`src/rtl/tcm_axi_rd_burst_if.sv`:
```
// rtl/tcm_axi_rd_burst_if.sv - AR channel, TCM RAM read port and R-FIFO push/pop bundle
//
// Signals (directions as seen by the sequencer, modport slave):
//   axi_arvalid_i/araddr_i/arid_i/arlen_i/arburst_i  in   AR request
//   axi_arready_o                                    out  AR ready
//   ram_rd_o/ram_addr_o                              out  single-word RAM read
//   ram_data_i                                       in   RAM data, 1 cycle after ram_rd_o
//   fifo_push_o/fifo_data_o                          out  {id, last, data} beat into R FIFO
//   fifo_pop_i                                       in   R FIFO pop, returns one credit
//   busy_o                                           out  burst or beat in flight
// modport master is the environment side (AXI master, RAM, FIFO).

interface tcm_axi_rd_burst_if #(
  parameter int ID_W = 4
);
  logic              axi_arvalid_i;
  logic [31:0]       axi_araddr_i;
  logic [ID_W-1:0]   axi_arid_i;
  logic [7:0]        axi_arlen_i;
  logic [1:0]        axi_arburst_i;
  logic              axi_arready_o;
  logic              ram_rd_o;
  logic [31:0]       ram_addr_o;
  logic [31:0]       ram_data_i;
  logic              fifo_push_o;
  logic [ID_W+32:0]  fifo_data_o;
  logic              fifo_pop_i;
  logic              busy_o;

  modport slave (
    input  axi_arvalid_i, axi_araddr_i, axi_arid_i, axi_arlen_i, axi_arburst_i,
    input  ram_data_i, fifo_pop_i,
    output axi_arready_o, ram_rd_o, ram_addr_o, fifo_push_o, fifo_data_o, busy_o
  );

  modport master (
    output axi_arvalid_i, axi_araddr_i, axi_arid_i, axi_arlen_i, axi_arburst_i,
    output ram_data_i, fifo_pop_i,
    input  axi_arready_o, ram_rd_o, ram_addr_o, fifo_push_o, fifo_data_o, busy_o
  );
endinterface

```
`src/rtl/tcm_axi_rd_burst.sv`:
```
// rtl/tcm_axi_rd_burst.sv - AXI4 read-address sequencer feeding the TCM R-channel FIFO
//
// Ports:
//   clk_i  in  clock
//   rst_i  in  asynchronous active-high reset
//   bus    tcm_axi_rd_burst_if.slave: AR channel in, RAM read port out,
//          R FIFO push out / pop in, busy out
// One AR burst at a time is expanded into per-beat word reads (FIXED/INCR/WRAP).
// A beat is only issued while a FIFO credit is held, so a push never meets a full FIFO.

module tcm_axi_rd_burst #(
  parameter int ID_W       = 4,
  parameter int FIFO_DEPTH = 2,
  parameter int CRED_W     = 2
) (
  input logic                clk_i,
  input logic                rst_i,
  tcm_axi_rd_burst_if.slave  bus
);

  typedef enum logic {ST_IDLE, ST_BURST} state_e;

  localparam logic [1:0]        BURST_FIXED = 2'd0;
  localparam logic [1:0]        BURST_WRAP  = 2'd2;
  localparam logic [CRED_W-1:0] CRED_MAX    = CRED_W'(FIFO_DEPTH);

  state_e            state_q;
  logic [31:0]       addr_q;
  logic [ID_W-1:0]   id_q;
  logic [7:0]        len_q;
  logic [7:0]        beat_cnt_q;
  logic [1:0]        burst_q;
  logic [CRED_W-1:0] credit_q;
  logic              valid_q;
  logic [ID_W-1:0]   rid_q;
  logic              rlast_q;

  logic              issue;
  logic              wrap_ok;
  logic [31:0]       wrap_mask;
  logic [31:0]       addr_inc;
  logic [31:0]       addr_d;
  logic [CRED_W-1:0] credit_d;

  always_comb begin
    issue     = (state_q == ST_BURST) && (credit_q != '0);
    // Only power-of-two beat counts form a legal wrap window; anything else walks like INCR.
    wrap_ok   = (burst_q == BURST_WRAP) &&
                (len_q == 8'd1 || len_q == 8'd3 || len_q == 8'd7 || len_q == 8'd15);
    wrap_mask = ((32'(len_q) + 32'd1) << 2) - 32'd1;
    addr_inc  = addr_q + 32'd4;

    if (burst_q == BURST_FIXED) begin
      addr_d = addr_q;
    end else if (wrap_ok) begin
      addr_d = (addr_q & ~wrap_mask) | (addr_inc & wrap_mask);
    end else begin
      addr_d = addr_inc;
    end

    // Credit taken at issue, returned on pop; a pop with the FIFO already empty is ignored.
    credit_d = credit_q;
    if (issue && !bus.fifo_pop_i) begin
      credit_d = credit_q - CRED_W'(1);
    end else if (!issue && bus.fifo_pop_i && credit_q != CRED_MAX) begin
      credit_d = credit_q + CRED_W'(1);
    end
  end

  always_ff @(posedge clk_i or posedge rst_i) begin
    if (rst_i) begin
      state_q    <= ST_IDLE;
      addr_q     <= '0;
      id_q       <= '0;
      len_q      <= '0;
      beat_cnt_q <= '0;
      burst_q    <= '0;
      credit_q   <= CRED_MAX;
      valid_q    <= 1'b0;
      rid_q      <= '0;
      rlast_q    <= 1'b0;
    end else begin
      credit_q <= credit_d;
      valid_q  <= issue;
      if (issue) begin
        rid_q   <= id_q;
        rlast_q <= (beat_cnt_q == 8'd0);
      end

      case (state_q)
        ST_IDLE: begin
          if (bus.axi_arvalid_i) begin
            addr_q     <= {bus.axi_araddr_i[31:2], 2'b00};
            id_q       <= bus.axi_arid_i;
            len_q      <= bus.axi_arlen_i;
            beat_cnt_q <= bus.axi_arlen_i;
            burst_q    <= bus.axi_arburst_i;
            state_q    <= ST_BURST;
          end
        end
        ST_BURST: begin
          if (issue) begin
            if (beat_cnt_q == 8'd0) begin
              state_q <= ST_IDLE;
            end else begin
              beat_cnt_q <= beat_cnt_q - 8'd1;
              addr_q     <= addr_d;
            end
          end
        end
        default: state_q <= ST_IDLE;
      endcase
    end
  end

  assign bus.axi_arready_o = (state_q == ST_IDLE);
  assign bus.ram_rd_o      = issue;
  assign bus.ram_addr_o    = addr_q;
  assign bus.fifo_push_o   = valid_q;
  // RAM data is combined with the registered beat tag in the cycle it arrives.
  assign bus.fifo_data_o   = valid_q ? {rid_q, rlast_q, bus.ram_data_i} : '0;
  assign bus.busy_o        = (state_q == ST_BURST) || valid_q;

endmodule

```
`src/flat_wrapper.sv`:
```
// flat-port wrapper written by rule: the top's interface ports become plain ports
module tcm_axi_rd_burst_flat 
#(
  parameter int ID_W       = 4,
  parameter int FIFO_DEPTH = 2,
  parameter int CRED_W     = 2
)
  (clk_i, rst_i, bus_axi_arvalid_i, bus_axi_araddr_i, bus_axi_arid_i, bus_axi_arlen_i, bus_axi_arburst_i, bus_ram_data_i, bus_fifo_pop_i, bus_axi_arready_o, bus_ram_rd_o, bus_ram_addr_o, bus_fifo_push_o, bus_fifo_data_o, bus_busy_o);
  tcm_axi_rd_burst_if #(.ID_W(ID_W)) bus_i ();
  input logic clk_i;
  input logic rst_i;
  input wire logic [$bits(bus_i.axi_arvalid_i)-1:0] bus_axi_arvalid_i;
  input wire logic [$bits(bus_i.axi_araddr_i)-1:0] bus_axi_araddr_i;
  input wire logic [$bits(bus_i.axi_arid_i)-1:0] bus_axi_arid_i;
  input wire logic [$bits(bus_i.axi_arlen_i)-1:0] bus_axi_arlen_i;
  input wire logic [$bits(bus_i.axi_arburst_i)-1:0] bus_axi_arburst_i;
  input wire logic [$bits(bus_i.ram_data_i)-1:0] bus_ram_data_i;
  input wire logic [$bits(bus_i.fifo_pop_i)-1:0] bus_fifo_pop_i;
  output wire logic [$bits(bus_i.axi_arready_o)-1:0] bus_axi_arready_o;
  output wire logic [$bits(bus_i.ram_rd_o)-1:0] bus_ram_rd_o;
  output wire logic [$bits(bus_i.ram_addr_o)-1:0] bus_ram_addr_o;
  output wire logic [$bits(bus_i.fifo_push_o)-1:0] bus_fifo_push_o;
  output wire logic [$bits(bus_i.fifo_data_o)-1:0] bus_fifo_data_o;
  output wire logic [$bits(bus_i.busy_o)-1:0] bus_busy_o;
  assign bus_i.axi_arvalid_i = bus_axi_arvalid_i;
  assign bus_i.axi_araddr_i = bus_axi_araddr_i;
  assign bus_i.axi_arid_i = bus_axi_arid_i;
  assign bus_i.axi_arlen_i = bus_axi_arlen_i;
  assign bus_i.axi_arburst_i = bus_axi_arburst_i;
  assign bus_i.ram_data_i = bus_ram_data_i;
  assign bus_i.fifo_pop_i = bus_fifo_pop_i;
  assign bus_axi_arready_o = bus_i.axi_arready_o;
  assign bus_ram_rd_o = bus_i.ram_rd_o;
  assign bus_ram_addr_o = bus_i.ram_addr_o;
  assign bus_fifo_push_o = bus_i.fifo_push_o;
  assign bus_fifo_data_o = bus_i.fifo_data_o;
  assign bus_busy_o = bus_i.busy_o;
  tcm_axi_rd_burst #(.ID_W(ID_W), .FIFO_DEPTH(FIFO_DEPTH), .CRED_W(CRED_W)) u_core (.clk_i(clk_i), .rst_i(rst_i), .bus(bus_i));
endmodule
```
`config.mk`:
```
export PLATFORM = sky130hd
export DESIGN_NAME = tcm_axi_rd_burst_flat
export DESIGN_NICKNAME = d
export VERILOG_FILES = /design/src/rtl/tcm_axi_rd_burst_if.sv /design/src/rtl/tcm_axi_rd_burst.sv /design/src/flat_wrapper.sv
export SDC_FILE = /design/constraint.sdc
export NUM_CORES = 1
export LEC_CHECK = 0
export CORE_MARGIN = 2
export CORE_UTILIZATION = 49
export CTS_CLUSTER_DIAMETER = 80
export DETAILED_ROUTE_END_ITERATION = 16
export GPL_TIMING_DRIVEN = 0
export PLACE_DENSITY = 0.95
export SLEW_MARGIN = 20
export SYNTH_ARGS = -nofsm -noshare
export SYNTH_HDL_FRONTEND = slang
export SYNTH_SLANG_ARGS = --single-unit
export TNS_END_PERCENT = 100
```
`constraint.sdc`:
```
create_clock -name clk_i -period 4.2 [get_ports clk_i]
set_input_delay 1.05 -clock clk_i [delete_from_list [all_inputs] [get_ports clk_i]]
set_output_delay 1.05 -clock clk_i [all_outputs]
set_load 0.05 [all_outputs]
```
# Word-level counts from Yosys, hierarchy flattened
# Index checks and enable logic that the tools add are counted.
op_classes:
  n_addsub: 6
  eq_ne: 10
  mux: 17
  n_bitwise: 5
  n_reduce_logical: 18
ops:
  columns: ["cell", "count"]
  rows:
  - ["$mux W32", 5]
  - ["$and A32 B32 Y32", 2]
  - ["$pmux W32 S2", 1]
  - ["$mux W37", 1]
  - ["$add A32 B3 Y32 const B", 1]
  - ["$not A32 Y32", 1]
  - ["$or A32 B32 Y32", 1]
  - ["$sub A32 B1 Y32 const B", 1]
  - ["$mux W8", 3]
  - ["$pmux W8 S2", 1]
  - ["$ne A2 B2 Y1 const B", 5]
  - ["$add A8 B1 Y9 const B", 1]
  - ["$eq A8 B1 Y1 const B", 1]
  - ["$eq A8 B2 Y1 const B", 1]
  - ["$eq A8 B3 Y1 const B", 1]
  - ["$eq A8 B4 Y1 const B", 1]
  - ["$logic_not A8 Y1", 1]
  - ["$sub A8 B1 Y8 const B", 1]
  - ["$logic_and A1 B1 Y1", 5]
  - ["$logic_or A1 B1 Y1", 4]
  - ["$mux W2", 2]
  - ["$reduce_and A4 Y1", 1]
  - ["$reduce_bool A2 Y1", 2]
  - ["$mux W1", 3]
  - ["other kinds (9)", 10]
word_totals:
  reg_bits: 63
  output_inout_bits: 73
  elab_cells: 66

# Logic depth before layout (Yosys ltp)
# Gate-level depths: netlist of run 1.
logic_depth:
  ltp_word: 10
  depth_mapped: 10
  mapped_depth_nobuf: 10

# Least setup slack after synthesis of run 1
# OpenSTA, ideal clock, no wires.
synth_timing:
  kind: "input port to output port"
  startpoint: "input bus_axi_arvalid_i"
  endpoint: "output bus_ram_rd_o"
  arrival_time_ps: 1962
  t_required_ps: 3150
  setup_slack_ps: 1188
  cell_stages: 4
  path_cell_list: "nor2_1 -> a21oi_1 -> nand2_1 -> inv_1"
synth_rtl:
  columns: ["item", "line_no", "source"]
  rows:
  - ["from (decl)", "flat_wrapper.sv:12", "input wire logic [$bits(bus_i.axi_arvalid_i)-1:0] bus_axi_arvalid_i;"]
  - ["to (decl)", "flat_wrapper.sv:20", "output wire logic [$bits(bus_i.ram_rd_o)-1:0] bus_ram_rd_o;"]

# Worst setup path after layout of run 1
layout_timing:
  startpoint: "register u_core.state_q"
  endpoint: "output bus_axi_arready_o"
layout_via:
  elab_chain_cells: 1
layout_rtl:
  columns: ["item", "line_no", "source"]
  rows:
  - ["from (decl)", "tcm_axi_rd_burst.sv:27", "state_e state_q;"]
  - ["from (signal assigned)", "tcm_axi_rd_burst.sv:72", "state_q <= ST_IDLE;"]
  - ["from (signal assigned)", "tcm_axi_rd_burst.sv:98", "state_q <= ST_BURST;"]
  - ["from (signal assigned)", "tcm_axi_rd_burst.sv:104", "state_q <= ST_IDLE;"]
  - ["$not A1 Y1 (no line)", null, null]
  - ["to (decl)", "flat_wrapper.sv:19", "output wire logic [$bits(bus_i.axi_arready_o)-1:0] bus_axi_arready_o;"]
# No other way between the ends.

==> flow_metrics.py, run 1 <==
metrics = {
    "pwr": {
        "p_clk_share_pct": 15.4,
        "p_sw_uw": 1560,
        "p_per_area_mw_per_mm2": 537,
        "swShare_pct": 48.3,
        "pwr-share-seq_pct": 30.8,
        "power.total_uw": 3230,
        "p_leak_uw": 0.00237,
        "power_frac_comb_pct": 53.8,
        "p_int_uw": 1670,
        "vdd_ir_drop_max_uv": 354,
    },
    "clocking": {
        "htreeDepth": 3,
        "cts_made_buffers": 9,
        "cts_tree": "built",
        "root_buffer": "clkbuf_8",
        "clk_pin_slew_ns": 0.07,
        "clock_latency_ns": 0.36,
        "cts_buffer_depth": 2,
        "cts_sinks": 61,
        "hold_buffers": 0,
    },
    "cells_and_area": {
        "stdcell_area_mm2": 0.00603,
        "area_growth_pct": 44.1,
        "ff_latch_area_mm2": 0.00153,
        "layout-drive-gt1-share_pct": 8.59,
        "num-nets-final": 759,
        "multi_input_area_mm2": 0.00247,
        "finalNonFillerCells": 780,
        "fillers": 609,
        "n_antenna_cell": 0,
    },
    "route": {
        "drt_iter0_drc": 604,
        "routed_via_density": 6.13,
        "drc": 0,
        "met1_length_um": 5510,
        "vias": 4784,
        "wl_per_cell_um": 18.6,
        "met2_length_um": 6860,
        "ant_nets": 0,
        "wl_um": 14500,
        "wl_met3_um": 1390,
        "routed.top_layer": "met4",
        "drtPass1Iterations": 7,
    },
    "logic_synthesis": {
        "synth.most_common_cell": "nand2_1",
        "ys_seq_elements": 61,
        "synth_area_leaders": "dfrtp_1, nand2_1, and2_1",
        "yosysWarnings": 0,
        "synth_common_cells": "nand2_1, dfrtp_1, nor2_1",
        "syn_inst": 507,
        "synth-main-ff-cell": "dfrtp_1",
        "yosysSeqAreaShare_pct": 36.5,
        "post-synth-top-area-cell": "dfrtp_1",
        "syn-cell-area_mm2": 0.00418,
        "synth_edf_count": 0,
        "synth_async_sr_flop_share_pct": 100,
        "synth_top_area_share_pct": 35.9,
        "syn_area_per_cell_um2": 8.25,
        "synth.distinct_cells": 66,
    },
    "placed_design": {
        "port_buffers": 150,
        "place_area_mm2": 0.00584,
        "dpl.cell_count": 764,
        "gp_congestion": 0.950,
        "place_hpwl_um": 10800,
    },
    "worst_setup_path": {
        "arrival_ns": 3.04,
        "r2r_start": "u_core.len_q[1]",
        "critPathSlowestCell": "clkdlybuf4s50_1",
        "worst-r2r-setup-slack_ns": 1.21,
        "rr_worst_depth": 9,
        "critPathKind": "flip-flop to output port",
        "critical-path-max-stage-delay_ns": 0.92,
        "timing.rr.end": "u_core.bus.ram_addr_o[12]",
        "crit_required_ns": 3.15,
        "worstPathCellList": "buf_2, clkinv_1, clkbuf_1, buf_1, clkdlybuf4s50_1",
        "cp-end-kind": "output port",
        "worst_setup_path_start_kind": "flip-flop",
        "critical_path_peak_fanout": 10,
    },
    "global_routing": {
        "antenna_found_initial": 0,
        "grt_pass1_wl_um": 22200,
        "grt_max_degree": 40,
        "grt_remaining_overflow": 0,
        "grt_pass1_vias": 4516,
        "grt_usage_pct": 31.5,
    },
    "timing": {
        "clock.fmax_ghz": 0.244,
        "rsz0062_at_grt": "no",
        "hold_viol_final": 0,
        "setup_viol": 0,
        "relSlewSlack_pct": 32.2,
        "timing.final.crit_share_pct": 97.4,
        "finalClockSkew_ns": 0.00645,
        "worstMarginPinSlew_ns": 1.01,
        "slew_viol_final": 0,
        "final.min_clock_period_ns": 4.09,
        "tns_ns": 0,
    },
    "floorplan": {
        "placementRows": 33,
        "dieHeight_um": 96.4,
        "ioPinCount": 155,
        "die_x_um": 96.4,
        "core_mm2": 0.00826,
        "start_util_pct": 50.6,
        "dieArea_mm2": 0.00929,
    },
    "run": {
        "drv_cap": 0,
    },
    "worst_hold_path": {
        "hold_path_depth": 2,
        "hp-start": "u_core.id_q[0]",
        "min_path_type": "flip-flop to flip-flop",
        "hold_path_end": "u_core.id_q[0]",
    },
    "run_status": {
        "status": "completed",
    },
}
-- flip-flops by register name (all words and copies together) (netlist names) --
register                count
u_core.len_q                8
u_core.rlast_q              1
u_core.state_q              1
u_core.bus.ram_addr_o      30
u_core.beat_cnt_q           8
u_core.bus.fifo_push_o      1
u_core.burst_q              2
u_core.credit_q             2
u_core.id_q                 4
u_core.rid_q                4
-- layout make-up --
cell class,instances,area share (%)
buffer,34,2.43
clock buffer,10,2.28
clock inverter,6,0.768
inverter,12,0.789
multi-input combinational,401,41.0
sequential,61,25.3
tap,105,2.18
timing repair buffer,151,25.2
-- cell families (layout without fill, tap and decap cells) --
logic type,after synthesis,in the layout,synth area share (%)
AOI/OAI and AO/OA,112,112,18.9
xor gates and xnor gates,4,4,0.838
adders and majority gates,7,7,2.09
buffers and inverters,46,213,4.58
DFF,61,61,36.5
muxes,16,16,4.07
other,1,2,0.0897
and+or+nand+nor,260,260,32.9
-- power by group through the flow --
stage / clock network (uW) / registers [uW] / logic, uW
4_1_cts: 499 / 985 / 1720
3_5_place_dp: 0 / 991 / 1710
6_report: 499 / 997 / 1740
3_3_place_gp: 0 / 972 / 1660
5_1_grt: 522 / 1020 / 1860
2_1_floorplan: 0 / 1140 / 999
-- metrics by stage --
| step | utilization (%) | hold WS (ns) | worst slack (ns) |
|---|---|---|---|
| 2_1_floorplan | - | 0.442 | 1.19 |
| 3_3_place_gp | 70.5 | 0.465 | -0.266 |
| 3_5_place_dp | 70.7 | 0.467 | -0.277 |
| 4_1_cts | 73.0 | 0.486 | 0.190 |
| 5_1_grt | 73.0 | 0.507 | 0.00464 |
| 6_report | 73.0 | 0.485 | 0.109 |
-- how the worst max path moves through the flow --
| stage | from | end | slack [ns] | cells after the start |
|---|---|---|---|---|
| CTS | u_core.state_q | bus_axi_arready_o | 0.19 | 5 |
| detailed placement | bus_axi_arvalid_i | bus_ram_rd_o | -0.28 | 6 |
| global placement | bus_axi_arvalid_i | bus_ram_rd_o | -0.27 | 6 |
| global route | u_core.state_q | bus_axi_arready_o | 0.005 | 5 |
| floorplan | bus_axi_arvalid_i | bus_ram_rd_o | 1.19 | 4 |
| finish | u_core.state_q | bus_axi_arready_o | 0.11 | 5 |
-- metal layers --
layer / vias up / track usage [%]
met5: - / 0
met4: 0 / 18.2
met3: 80 / 6.59
met2: 331 / 50.6
met1: 2208 / 39.1
li1: 2165 / -
-- worst max-delay path, delay by kind of cell (launching register included) --
family / cells / cell delay (ns)
flip-flops: 1 / 0.36
buffers and inverters: 5 / 2.33
-- cells in the final DEF (no fill, tap or decap), types with 6 or more instances in the layout --
cell type	count
mux2_2	8
inv_1	10
and4_1	6
a211oi_1	9
nor2_1	52
clkbuf_1	27
o32ai_1	6
dfrtp_1	60
o22ai_1	6
nand2_1	67
and2_1	39
mux2i_1	8
nand3_1	19
nor3_2	6
and3_1	12
clkbuf_8	10
nor3_1	16
ha_1	7
a21oi_1	16
nand4_1	13
clkdlybuf4s50_1	149
o21ai_0	26
-- what timing repair did --
item / CTS / global route
gates resized for setup: 2 / 1
setup buffers: 0 / 0
setup endpoints to repair: 1 / 1
gates cloned: 0 / 0
Note: power is estimated with default switching activity, not from simulation.
==> run 2, diff against run 1 <==
==> constraint.sdc (replaced) <==
create_clock -name clk_i -period 4.2 [get_ports clk_i]
set_input_delay 1.05 -clock clk_i [delete_from_list [all_inputs] [get_ports clk_i]]
set_output_delay 1.05 -clock clk_i [all_outputs]
set_load 0.1 [all_outputs]
==> run 2 against run 1 <==
Against the previous run: count of clock-buffer cells in the layout unchanged; maximum frequency up 1.5%; sequential power barely moved; worst hold slack hardly changed; setup slack improved by 0.060 ns; first-iteration DRC count fell by 9.3%; largest power group unchanged; critical endpoint is now bus_ram_rd_o.
==> flow_metrics.py, run 2 (synthesis results as in run 1) <==
metrics = {
    "floorplan": {
        "start_util_pct": 50.6,
        "dieArea_mm2": 0.00929,
        "dieHeight_um": 96.4,
        "die_x_um": 96.4,
        "ioPinCount": 155,
        "placementRows": 33,
        "core_mm2": 0.00826,
    },
    "route": {
        "vias": 4831,
        "routed_via_density": 6.19,
        "drc": 0,
        "wl_um": 14600,
        "drtPass1Iterations": 6,
        "drt_iter0_drc": 548,
        "ant_nets": 0,
        "wl_per_cell_um": 18.7,
    },
    "clocking": {
        "hold_buffers": 0,
        "clk_pin_slew_ns": 0.07,
        "cts_tree": "built",
        "htreeDepth": 3,
        "cts_buffer_depth": 2,
        "cts_made_buffers": 9,
        "cts_sinks": 61,
        "root_buffer": "clkbuf_8",
        "clock_latency_ns": 0.36,
    },
    "worst_setup_path": {
        "worst-r2r-setup-slack_ns": 1.12,
        "worst_setup_path_start_kind": "primary input",
        "cp-end-kind": "output port",
        "critPathSlowestCell": "clkdlybuf4s18_2",
        "r2r_start": "u_core.len_q[1]",
        "critical-path-max-stage-delay_ns": 0.56,
        "crit_required_ns": 3.15,
        "rr_worst_depth": 9,
        "timing.rr.end": "u_core.bus.ram_addr_o[12]",
        "critPathTopFamily": "buffers and inverters",
        "critPathKind": "primary input to output port",
        "arrival_ns": 2.98,
        "path_buf_inv": 3,
        "critical_path_peak_fanout": 7,
        "worstPathCellList": "clkdlybuf4s50_1, nor2_1, a21oi_2, nand2_1, inv_1, clkdlybuf4s18_2",
    },
    "placed_design": {
        "post-place-ws_ns": -0.608,
        "place_hpwl_um": 10800,
        "gp_congestion": 0.950,
        "port_buffers": 150,
    },
    "timing": {
        "slew_viol_final": 0,
        "setup_viol": 0,
        "hold_slack_ns": 0.485,
        "fin_ws_ns": 0.170,
        "finalClockSkew_ns": 0.00828,
        "timing.final.crit_share_pct": 96.0,
        "hold_viol_final": 0,
        "relSlewSlack_pct": 30.8,
        "worstMarginPinSlew_ns": 1.03,
        "final.min_clock_period_ns": 4.03,
        "clock.fmax_ghz": 0.248,
        "rsz0062_at_grt": "no",
    },
    "global_routing": {
        "antenna_found_initial": 0,
        "grt_pass1_wl_um": 22200,
        "grt_pass1_vias": 4516,
        "grt_usage_pct": 31.5,
        "grt_max_degree": 40,
        "grt_remaining_overflow": 0,
    },
    "pwr": {
        "p_clk_share_pct": 13.5,
        "p_int_uw": 1670,
        "p_sw_uw": 2020,
        "p_per_area_mw_per_mm2": 613,
        "vdd_ir_drop_max_uv": 395,
        "p_leak_uw": 0.00237,
        "power_frac_comb_pct": 59.6,
        "pwr-share-seq_pct": 26.9,
        "swShare_pct": 54.7,
    },
    "cells_and_area": {
        "num-nets-final": 759,
        "area_growth_pct": 44.0,
        "layout_common_cells": "clkdlybuf4s50_1, nand2_1, dfrtp_1",
        "largest_register_ffs": 30,
        "mostFrequentLayoutCell": "clkdlybuf4s50_1",
        "n_antenna_cell": 0,
        "fillers": 611,
        "layout-drive-gt1-share_pct": 8.89,
    },
    "run": {
        "drv_cap": 0,
    },
    "worst_hold_path": {
        "hold_path_depth": 2,
        "hp-start": "u_core.id_q[0]",
        "hold_path_end": "u_core.id_q[0]",
        "min_path_type": "flip-flop to flip-flop",
    },
    "run_status": {
        "status": "completed",
    },
}
run 2: cell count changes in the layout (fill, tap and decap cells not counted), sizes merged:
| cell | previous run | this run |
|---|---|---|
| clkdlybuf4s50 | 149 | 147 |
| buf | 8 | 7 |
| clkbuf | 37 | 39 |
| clkdlybuf4s18 | 0 | 1 |
run 2: layout make-up:
cell class	count	area, um2	area share (%)
Clock buffer	10	138	2.29
Tap cell	105	131	2.18
Timing Repair Buffer	151	1520	25.2
Multi-Input combinational cell	401	2470	41.0
Buffer	34	146	2.43
Inverter	12	47.5	0.790
Sequential cell	61	1530	25.4
Clock inverter	6	46.3	0.769
run 2: what timing repair did:
item                       4_1_cts  5_1_grt
gates resized for setup          7        2
setup endpoints to repair        3        1
setup buffers                    0        0
run 2: worst register-to-register path, cell delays in order (launching register included):
cell and delay [ns]:
dfrtp_1 0.47, ha_1 0.36, and2_1 0.17, clkbuf_1 0.25, nand2_1 0.09, or4_1 0.51
a21oi_1 0.36, buf_2 0.34, nor2_1 0.09, nor4b_1 0.35
run 2: worst max path at each step:
stage / startpoint / to / slack (ns) / cells past startpoint
after global routing: bus_axi_arvalid_i / bus_ram_rd_o / 0.1 / 6
after floorplan: bus_axi_arvalid_i / bus_ram_rd_o / 0.91 / 4
after global placement: bus_axi_arvalid_i / bus_ram_rd_o / -0.60 / 6
after CTS: u_core.state_q / bus_axi_arready_o / 0.19 / 5
after detailed placement: bus_axi_arvalid_i / bus_ram_rd_o / -0.61 / 6
final: bus_axi_arvalid_i / bus_ram_rd_o / 0.17 / 6
run 2: metal layers:
layer / share of wire [%] / vias up / global-route usage, %
li1: - / 2163 / -
met1: 38 / 2213 / 39.1
met2: 47 / 359 / 50.6
met3: 9.5 / 96 / 6.59
met4: 5.6 / 0 / 18.2
met5: 0 / - / 0
run 2: stage by stage:
| stage | setup TNS, ns | power (uW) | utilization, % | area (um2) | std cells |
|---|---|---|---|---|---|
| 3_3_place_gp | -0.598 | 3090 | 70.5 | 5820 | 763 |
| 5_1_grt | 0 | 3860 | 72.9 | 6020 | 780 |
| 2_1_floorplan | 0 | 2590 | - | 4190 | 508 |
| 4_1_cts | 0 | 3670 | 73.0 | 6030 | 780 |
| 6_report | 0 | 3690 | 72.9 | 6020 | 780 |
| 3_5_place_dp | -0.608 | 3160 | 70.7 | 5840 | 764 |
run 2: power by group through the flow:
| stage | sequential, uW | combinational, uW | clock, uW |
|---|---|---|---|
| after CTS | 985 | 2180 | 499 |
| final | 995 | 2200 | 498 |
| after global placement | 972 | 2120 | 0 |
| after floorplan | 1360 | 1230 | 0 |
| after global routing | 1020 | 2320 | 522 |
| after detailed placement | 991 | 2170 | 0 |
